`src/rtl/fifo_push_arbiter.sv`:
```
// fifo_push_arbiter: round-robin arbiter sharing one FIFO push port between
// NUM_REQ producers. A local credit counter tracks free FIFO slots so a push
// is only issued when the FIFO is known to have room. All outputs except
// 'full' are registered and drive the FIFO push/tail inputs directly.
//
// Optional feature macro: FIFO_ARB_PRIO0_EN
//   defined   -> producer 0 has strict priority; producers 1..NUM_REQ-1
//                share the remaining slots round-robin.
//   undefined -> pure round-robin over all producers.
module fifo_push_arbiter #(
  parameter int NUM_REQ      = 4,
  parameter int DATA_WIDTH   = 23,
  parameter int BUFFER_DEPTH = 23,
  parameter int CREDIT_WIDTH = 5
) (
  input  logic                          clock,
  input  logic                          reset,
  input  logic [NUM_REQ-1:0]            req,
  input  logic [NUM_REQ*DATA_WIDTH-1:0] req_data,
  output logic [NUM_REQ-1:0]            grant,
  output logic                          fifo_push,
  output logic [DATA_WIDTH-1:0]         fifo_tail,
  input  logic                          fifo_pull,
  output logic [CREDIT_WIDTH-1:0]       free_slots,
  output logic                          full
);

  localparam int                       IDX_W    = $clog2(NUM_REQ);
  localparam logic [CREDIT_WIDTH-1:0]  DEPTH_C  = CREDIT_WIDTH'(BUFFER_DEPTH);
  localparam logic [IDX_W-1:0]         LAST_RST = IDX_W'(NUM_REQ - 1);

  logic [IDX_W-1:0]        last_q;
  logic [CREDIT_WIDTH-1:0] credit_q;

  logic [DATA_WIDTH-1:0]   words [NUM_REQ];
  logic [NUM_REQ-1:0]      eligible;
  logic                    found;
  logic                    upd_last;
  logic [IDX_W-1:0]        winner;
  logic [IDX_W-1:0]        sel;
  int                      idx;
  logic                    issue;
  logic                    pull_ok;

  // Split the flat producer bus into one word per producer.
  always_comb begin
    for (int i = 0; i < NUM_REQ; i++) begin
      words[i] = req_data[i*DATA_WIDTH +: DATA_WIDTH];
    end
  end

  // Winner selection: the grant register doubles as the mask, so a producer
  // granted last cycle sits out this one and its stale request is not re-pushed.
  always_comb begin
    // NOTE: every combinationally assigned signal gets a default before any
    // branch; a path that leaves one unassigned would infer a latch.
    eligible = req & ~grant;
    found    = 1'b0;
    upd_last = 1'b0;
    winner   = last_q;
    sel      = '0;
    idx      = 0;
`ifdef FIFO_ARB_PRIO0_EN
    if (eligible[0]) begin
      // Strict-priority win; the round-robin pointer is left alone.
      found  = 1'b1;
      winner = '0;
    end else begin
      for (int k = 1; k <= NUM_REQ; k++) begin
        idx = (int'(last_q) + k) % NUM_REQ;
        sel = IDX_W'(idx);
        if (!found && idx != 0 && eligible[sel]) begin
          found    = 1'b1;
          upd_last = 1'b1;
          winner   = sel;
        end
      end
    end
`else
    for (int k = 1; k <= NUM_REQ; k++) begin
      idx = (int'(last_q) + k) % NUM_REQ;
      sel = IDX_W'(idx);
      if (!found && eligible[sel]) begin
        found    = 1'b1;
        upd_last = 1'b1;
        winner   = sel;
      end
    end
`endif
    issue   = found && (credit_q != '0);
    pull_ok = fifo_pull && (credit_q != DEPTH_C);
  end

  // Registered push port: grant pulse, push strobe, tail word and RR pointer.
  always_ff @(posedge clock or negedge reset) begin
    // NOTE: sequential state uses non-blocking assignments so every register
    // samples pre-edge values regardless of statement order.
    if (!reset) begin
      grant     <= '0;
      fifo_push <= 1'b0;
      fifo_tail <= '0;
      last_q    <= LAST_RST;
    end else if (issue) begin
      grant     <= NUM_REQ'(1) << winner;
      fifo_push <= 1'b1;
      fifo_tail <= words[winner];
      if (upd_last) last_q <= winner;
    end else begin
      grant     <= '0;
      fifo_push <= 1'b0;
    end
  end

  // Credit counter: a push consumes a slot, an accepted pull returns one.
  always_ff @(posedge clock or negedge reset) begin
    if (!reset) begin
      credit_q <= DEPTH_C;
    end else if (issue && !pull_ok) begin
      credit_q <= credit_q - CREDIT_WIDTH'(1);
    end else if (pull_ok && !issue) begin
      credit_q <= credit_q + CREDIT_WIDTH'(1);
    end
  end

  assign free_slots = credit_q;
  assign full       = (credit_q == '0);

endmodule

```
`config.mk`:
```
export PLATFORM = sky130hd
export DESIGN_NAME = fifo_push_arbiter
export DESIGN_NICKNAME = d
export VERILOG_FILES = /design/src/rtl/fifo_push_arbiter.sv
export SDC_FILE = /design/constraint.sdc
export NUM_CORES = 1
export LEC_CHECK = 0
export CAP_MARGIN = 10
export CORE_ASPECT_RATIO = 1.4
export CORE_MARGIN = 8
export CORE_UTILIZATION = 43
export CTS_BUF_LIST = sky130_fd_sc_hd__clkbuf_4
export DETAILED_ROUTE_END_ITERATION = 8
export PLACE_DENSITY = 0.86
export RECOVER_POWER = 50
export SETUP_SLACK_MARGIN = 0.15
export SLEW_MARGIN = 20
export SYNTH_ARGS = -nofsm -noshare
export SYNTH_HDL_FRONTEND = slang
export SYNTH_SLANG_ARGS = --single-unit
```
`constraint.sdc`:
```
create_clock -name clock -period 5.4 [get_ports clock]
set_input_delay 0.54 -clock clock [delete_from_list [all_inputs] [get_ports clock]]
set_output_delay 0.54 -clock clock [all_outputs]
set_load 0.02 [all_outputs]
```
==> run_results.csv, run 1 <==
group,metric,value,unit
cts,cts_root_buffer,"clkbuf_4",
drt,wl_per_cell,18.2,um
grt,track_usage,17.5,%
cts,htreeDepth,2,
sta,clock_skew,19.2,ps
drt,vias_per_cell,5.24,
placement,routabilityCongestion,0.794,
synthesis,synth_cell_type_count,41,
cts,insertion_delay,330,ps
sta,report.final.slew_viol_count,36,
worst_setup_path,cp_max_fo,27,
cells_and_area,regArea,883,um2
worst_hold_path,hold-path-endpoint,"fifo_tail[1]",
floorplanning,start_util,44.9,%
placement,dp_hpwl,5760,um
power_and_ir_drop,p_switching,0.920,mW
drt,wl,7210,um
power_and_ir_drop,p_int,1.13,mW
sta,fin_crit,3870,ps
sta,fmax,259,MHz
power_and_ir_drop,power.share.sequential,25.2,%
cts,cts_buffer_depth,2,
sta,rsz0062_at_grt,"false",
floorplanning,num_io_pins,133,
synthesis,async_flop_share,100,%
worst_setup_path,r2r_slack,1530,ps
sta,finalSetupViolations,0,
run_status,status,"finished with violations",
cts,cts.sinks,35,
drt,drt-initial-drc-count,55,
cts,cts_resized,0,
cells_and_area,final_common_cell,"clkdlybuf4s50_1",
power_and_ir_drop,leakage,1.49,nW
power_and_ir_drop,ir_drop,0.000432,V
worst_hold_path,hp-class,"flip-flop to flip-flop",
worst_setup_path,worst_ep_required_time,5650,ps
floorplanning,dieArea,8070,um2
run_status,violations,"capacitance limit, slew limit",
cells_and_area,nFillCells,425,
cts,clkTransAtPathRegs,100,ps
run,cap_violations,1,
power_and_ir_drop,fin_total_pwr,2.05,mW
drt,drcViolationCount,0,
cts,cts_tree,"yes",
worst_hold_path,hold_start,"fifo_tail[1]",
worst_setup_path,criticalPathCategory,"flip-flop to flip-flop",
synthesis,synth-seq-cells,35,
cts,cts.hold.buffers_added,0,
worst_hold_path,whs_path_depth,2,
grt,antenna_found_initial,0,
power_and_ir_drop,p_per_area,563,nW/um2
drt,vias,2079,
power_and_ir_drop,clkPwrFrac,6.9,%
synthesis,netlist_area,2330,um2
cells_and_area,drive_gt1_share,11.8,%
worst_setup_path,worstPathArrival,4120,ps
grt,grt_pass1_wl,11300,um
worst_setup_path,cp-end-kind,"flip-flop",
power_and_ir_drop,power_frac_comb,67.9,%
worst_setup_path,r2r-end,"free_slots[4]",
cells_and_area,syn2layout_area_growth,55.8,%
synthesis,yosysSeqAreaShare,37.9,%
cts,cts_buffers,5,
sta,slew-limit-headroom,-27.1,%
sta,tns,0,ps
sta,min_period_over_period,71.6,%
grt,grt_max_degree,36,
synthesis,syn-instance-count,207,
synthesis,yosys_warnings,0,
cells_and_area,multiInputGateArea,1270,um2
worst_setup_path,start_kind,"flip-flop",
drt,firstDrtPassIters,4,
cts,cts_setup_buffers,0,
floorplanning,row_count,31,
floorplanning,coreArea,5200,um2
worst_setup_path,reg2reg_depth,12,
synthesis,synth.net_count,310,
cells_and_area,most-common-layout-cells,"116 x clkdlybuf4s50_1, 45 x mux2i_1, 29 x dfrtp_1, 25 x nand2_1, 17 x o221ai_2",
floorplanning,die_y,103,um
synthesis,synth_edf_count,0,
sta,worst_pin_slew,1910,ps
cells_and_area,layout.nets,433,
sta,hold_violations,0,
placement,port_buffers,132,
grt,grt_pass1_vias,2246,
synthesis,ys.flop_type,"dfrtp_1",
grt,grt.overflow.total,0,
drt,final_antenna_net_count,0,
cells_and_area,diodes,0,
worst_setup_path,reg2reg_from,"free_slots[1]",
floorplanning,die_w,78.3,um
power_and_ir_drop,netSwitchingFraction,45.0,%
synthesis,syn_avg_cell_area,11.3,um2
==> cell usage after synthesis (all sizes together), types with 2 or more instances <==
| cell type | number | area, um2 |
|---|---|---|
| a211oi | 4 | 30.0 |
| a21o | 2 | 15.0 |
| a21oi | 3 | 15.0 |
| buf | 15 | 141 |
| clkbuf | 2 | 7.51 |
| dfrtp | 29 | 726 |
| dfstp | 6 | 158 |
| ha | 4 | 50.1 |
| inv | 5 | 21.3 |
| mux2i | 45 | 450 |
| nand2 | 26 | 100 |
| nand2b | 5 | 38.8 |
| nor2 | 9 | 41.3 |
| nor2b | 4 | 25.0 |
| o21a | 2 | 15.0 |
| o21ai | 4 | 20.0 |
| o221a | 2 | 22.5 |
| o221ai | 22 | 299 |
| o22ai | 2 | 12.5 |
| xnor2 | 2 | 17.5 |
| xor2 | 4 | 35.0 |
==> area by class of cell <==
cell class | instances | area share (%)
Clock buffer | 6 | 1.24
Clock inverter | 2 | 0.241
Inverter | 5 | 0.585
Multi-Input combinational cell | 150 | 35.0
Sequential cell | 35 | 24.3
Tap cell | 66 | 2.27
Timing Repair Buffer | 133 | 36.4
==> logic make-up after synthesis <==
| logic type | Yosys count | share of synthesized area [%] |
|---|---|---|
| buf+inv | 22 | 7.29 |
| xor+xnor | 6 | 2.25 |
| flops | 35 | 37.9 |
| fa+ha+maj | 4 | 2.14 |
| compound gates | 47 | 20.9 |
| mux | 46 | 19.8 |
| simple gates | 47 | 9.81 |
==> metrics by stage <==
step / std cells / hold slack [ps] / cell area (um2) / utilization, % / setup WS [ps]
after floorplan: 207 / 244 / 2330 / - / 2200
final: 397 / 485 / 3640 / 70.0 / 1530
after global placement: 389 / 466 / 3590 / 69.1 / 2020
after detailed placement: 389 / 467 / 3590 / 69.1 / 1870
after global routing: 397 / 515 / 3640 / 70.0 / 1230
after CTS: 397 / 294 / 3650 / 70.1 / 2120
==> worst max-delay path, stage by stage, from the launching register on <==
cell,delay (ps)
dfstp_1,470
or4_4,580
nor2_4,110
a31o_1,790
inv_4,120
ha_1,380
xor2_1,190
ha_1,220
o21a_1,180
o22a_1,200
a21oi_1,190
mux2i_1,240
xnor2_1,140
==> flip-flops by register name, summed over array words and instances (netlist names) <==
register,cells
fifo_push,1
last_q,2
fifo_tail,23
free_slots,5
grant,4
==> per-layer routing <==
metal / vias up / routed length, um / GRT usage [%]
met5: - / 0 / 0
met4: 0 / 76 / 4.43
met3: 7 / 512 / 5.58
met2: 79 / 3810 / 31.3
met1: 973 / 2810 / 19.4
li1: 1020 / - / -
==> power by group through the flow <==
stage	sequential (mW)	combinational [mW]	clock (mW)
3_3_place_gp	0.519	1.41	0
4_1_cts	0.520	1.44	0.146
2_1_floorplan	0.646	0.934	0
6_report	0.516	1.39	0.141
5_1_grt	0.539	1.51	0.159
3_5_place_dp	0.524	1.44	0
==> worst max path at each step <==
stage,startpoint,end
finish,free_slots[1],free_slots[4]
global route,free_slots[1],free_slots[4]
CTS,free_slots[1],free_slots[4]
detailed placement,req[0],free_slots[4]
global placement,req[0],free_slots[4]
floorplan,free_slots[1],free_slots[4]
Note: power is estimated with default switching activity, not from simulation.
==> run 2, diff against run 1 <==
Settings changed: CORE_UTILIZATION 43 to 36, PLACE_DENSITY 0.86 to 0.76.
Clock period 5.4 ns to 3.5 ns, I/O delays scaled along.
==> run_results.csv, run 2 (synthesis gave the netlist of run 1 again) <==
group,metric,value,unit
worst_setup_path,reg2reg_from,"free_slots[1]",
sta,report.final.slew_viol_count,36,
cts,cts_buffers,5,
drt,drcViolationCount,0,
cells_and_area,diodes,0,
sta,clock_skew,9.30,ps
worst_setup_path,cpMaxStageDelayCell,"or4_4",
cells_and_area,syn2layout_area_growth,58.2,%
worst_setup_path,critPathBufInv,1,
placement,dpl_cell_area,3640,um2
power_and_ir_drop,ir_drop,0.000632,V
cells_and_area,drive_gt1_share,12.9,%
cts,cts_root_buffer,"clkbuf_4",
cts,cts.sinks,35,
worst_setup_path,crit_path_start,"free_slots[1]",
grt,grt_pass1_wl,12600,um
power_and_ir_drop,p_int,1.79,mW
worst_setup_path,path_depth,12,
cells_and_area,final_common_cell,"clkdlybuf4s50_1",
run_status,violations,"capacitance limit, slew limit",
drt,drt-initial-drc-count,60,
sta,fin_crit,3090,ps
cts,htreeDepth,2,
sta,finalSetupViolations,0,
worst_hold_path,hold_start,"fifo_tail[13]",
drt,wl_per_cell,19.4,um
power_and_ir_drop,netSwitchingFraction,44.9,%
grt,grt_max_degree,36,
grt,track_usage,16.5,%
cts,clkTransAtPathRegs,110,ps
cts,cts.hold.buffers_added,0,
cts,cts_resized,0,
power_and_ir_drop,power.share.sequential,24.6,%
worst_setup_path,reg2reg_depth,12,
sta,slew-limit-headroom,-30.3,%
worst_setup_path,worstPathCellList,"or4_4, nor2_4, a31o_4, inv_4, ha_1, xor2_1, ha_1, o21a_1, o22a_1, a21oi_1, mux2i_1, xnor2_1",
worst_setup_path,start_kind,"flip-flop",
placement,routabilityCongestion,0.846,
power_and_ir_drop,leakage,1.51,nW
drt,firstDrtPassIters,4,
grt,grt.overflow.total,0,
sta,worst_pin_slew,1950,ps
worst_setup_path,crit_end,"free_slots[4]",
worst_setup_path,timing.critical_path.slowest_cell_delay,560,ps
cts,insertion_delay,330,ps
worst_hold_path,hp-class,"flip-flop to flip-flop",
cts,cts_tree,"yes",
cells_and_area,layout.nets,435,
worst_setup_path,r2r_slack,410,ps
cts,cts_buffer_depth,2,
cells_and_area,largest_register_ffs,23,
sta,hold_violations,0,
sta,rsz0062_at_grt,"false",
floorplanning,die_y,111,um
floorplanning,start_util,37.3,%
sta,fmax,324,MHz
power_and_ir_drop,power_frac_comb,68.6,%
worst_setup_path,criticalPathCategory,"flip-flop to flip-flop",
sta,min_period_over_period,88.2,%
cells_and_area,top_register,"fifo_tail",
cts,cts_setup_buffers,0,
sta,tns,0,ps
floorplanning,num_io_pins,133,
cells_and_area,final_area,3690,um2
worst_setup_path,cp_max_fo,27,
cells_and_area,nFillCells,560,
floorplanning,coreArea,6250,um2
floorplanning,row_count,34,
run,cap_violations,1,
placement,dp_hpwl,6260,um
cells_and_area,most-common-layout-cells,"115 x clkdlybuf4s50_1, 45 x mux2i_1, 29 x dfrtp_1, 25 x nand2_1, 17 x o221ai_2",
drt,vias,2123,
run_status,status,"finished with violations",
worst_setup_path,crit_top_cell,"ha_1",
worst_setup_path,cp-end-kind,"flip-flop",
drt,vias_per_cell,5.24,
grt,antenna_found_initial,1,
worst_setup_path,worstPathArrival,3360,ps
floorplanning,dieArea,9350,um2
power_and_ir_drop,p_per_area,881,nW/um2
drt,final_antenna_net_count,0,
placement,port_buffers,132,
worst_setup_path,crit_family,"compound AO/OA/AOI/OAI gates",
cells_and_area,final_core_util,59.0,%
power_and_ir_drop,p_switching,1.46,mW
worst_setup_path,worst_ep_required_time,3770,ps
drt,wl,7860,um
sta,setup_slack,413,ps
power_and_ir_drop,clkPwrFrac,6.8,%
worst_setup_path,r2r-end,"free_slots[4]",
placement,place_worst_setup_slack,366,ps
floorplanning,die_w,84.0,um
grt,grt_pass1_vias,2257,
## run 2: cell count changes in the layout (fill, tap and decap cells not counted)
cell / delta
a31o_4: +1
buf_12: +2
clkdlybuf4s50_1: -1
dlygate4sd3_1: +1
a31o_1: -1
dfstp_2: +1
dfstp_1: -1
## run 2: worst min-delay path by stage
stage               cells after the start       endpoint  slack, ps
finish                                  2  fifo_tail[13]        490
global route                            2  fifo_tail[13]        510
CTS                                     1   fifo_tail[7]        110
detailed placement                      2  fifo_tail[13]        470
global placement                        2   fifo_tail[1]        460
floorplan                               0      fifo_push         50
## run 2: tightest hold or removal path, cell delays in order (launching register included)
cell      delay [ps]
dfrtp_1          350
nand2_1           60
o221ai_2          50
## run 2: through the flow
stage	hold slack, ps	instances	power [mW]
after global routing	507	405	3.48
after global placement	464	397	3.07
after detailed placement	474	397	3.12
after floorplan	54.4	207	2.44
final	492	405	3.25
after CTS	112	405	3.34
## run 2: power groups by stage
| stage | logic, mW | clock network, mW | registers [mW] |
|---|---|---|---|
| after detailed placement | 2.30 | 0 | 0.815 |
| final | 2.23 | 0.221 | 0.802 |
| after floorplan | 1.44 | 0 | 0.996 |
| after global placement | 2.27 | 0 | 0.801 |
| after CTS | 2.30 | 0.232 | 0.808 |
| after global routing | 2.40 | 0.243 | 0.833 |
## run 2: final cells by class
type	count	area (um2)	area share [%]
Sequential cell	35	883	23.9
Multi-Input combinational cell	150	1280	34.7
Clock inverter	2	8.76	0.237
Inverter	5	21.3	0.576
Timing Repair Buffer	135	1360	36.9
Clock buffer	6	45.0	1.22
Tap cell	72	90.1	2.44
## run 2: routing by layer
metal / wire, um / GRT usage, % / vias up
met5: 13 / 0 / -
met4: 75 / 4.39 / 2
met3: 611 / 6.32 / 8
met2: 3890 / 27.3 / 91
met1: 3260 / 19.2 / 1002
li1: - / - / 1020
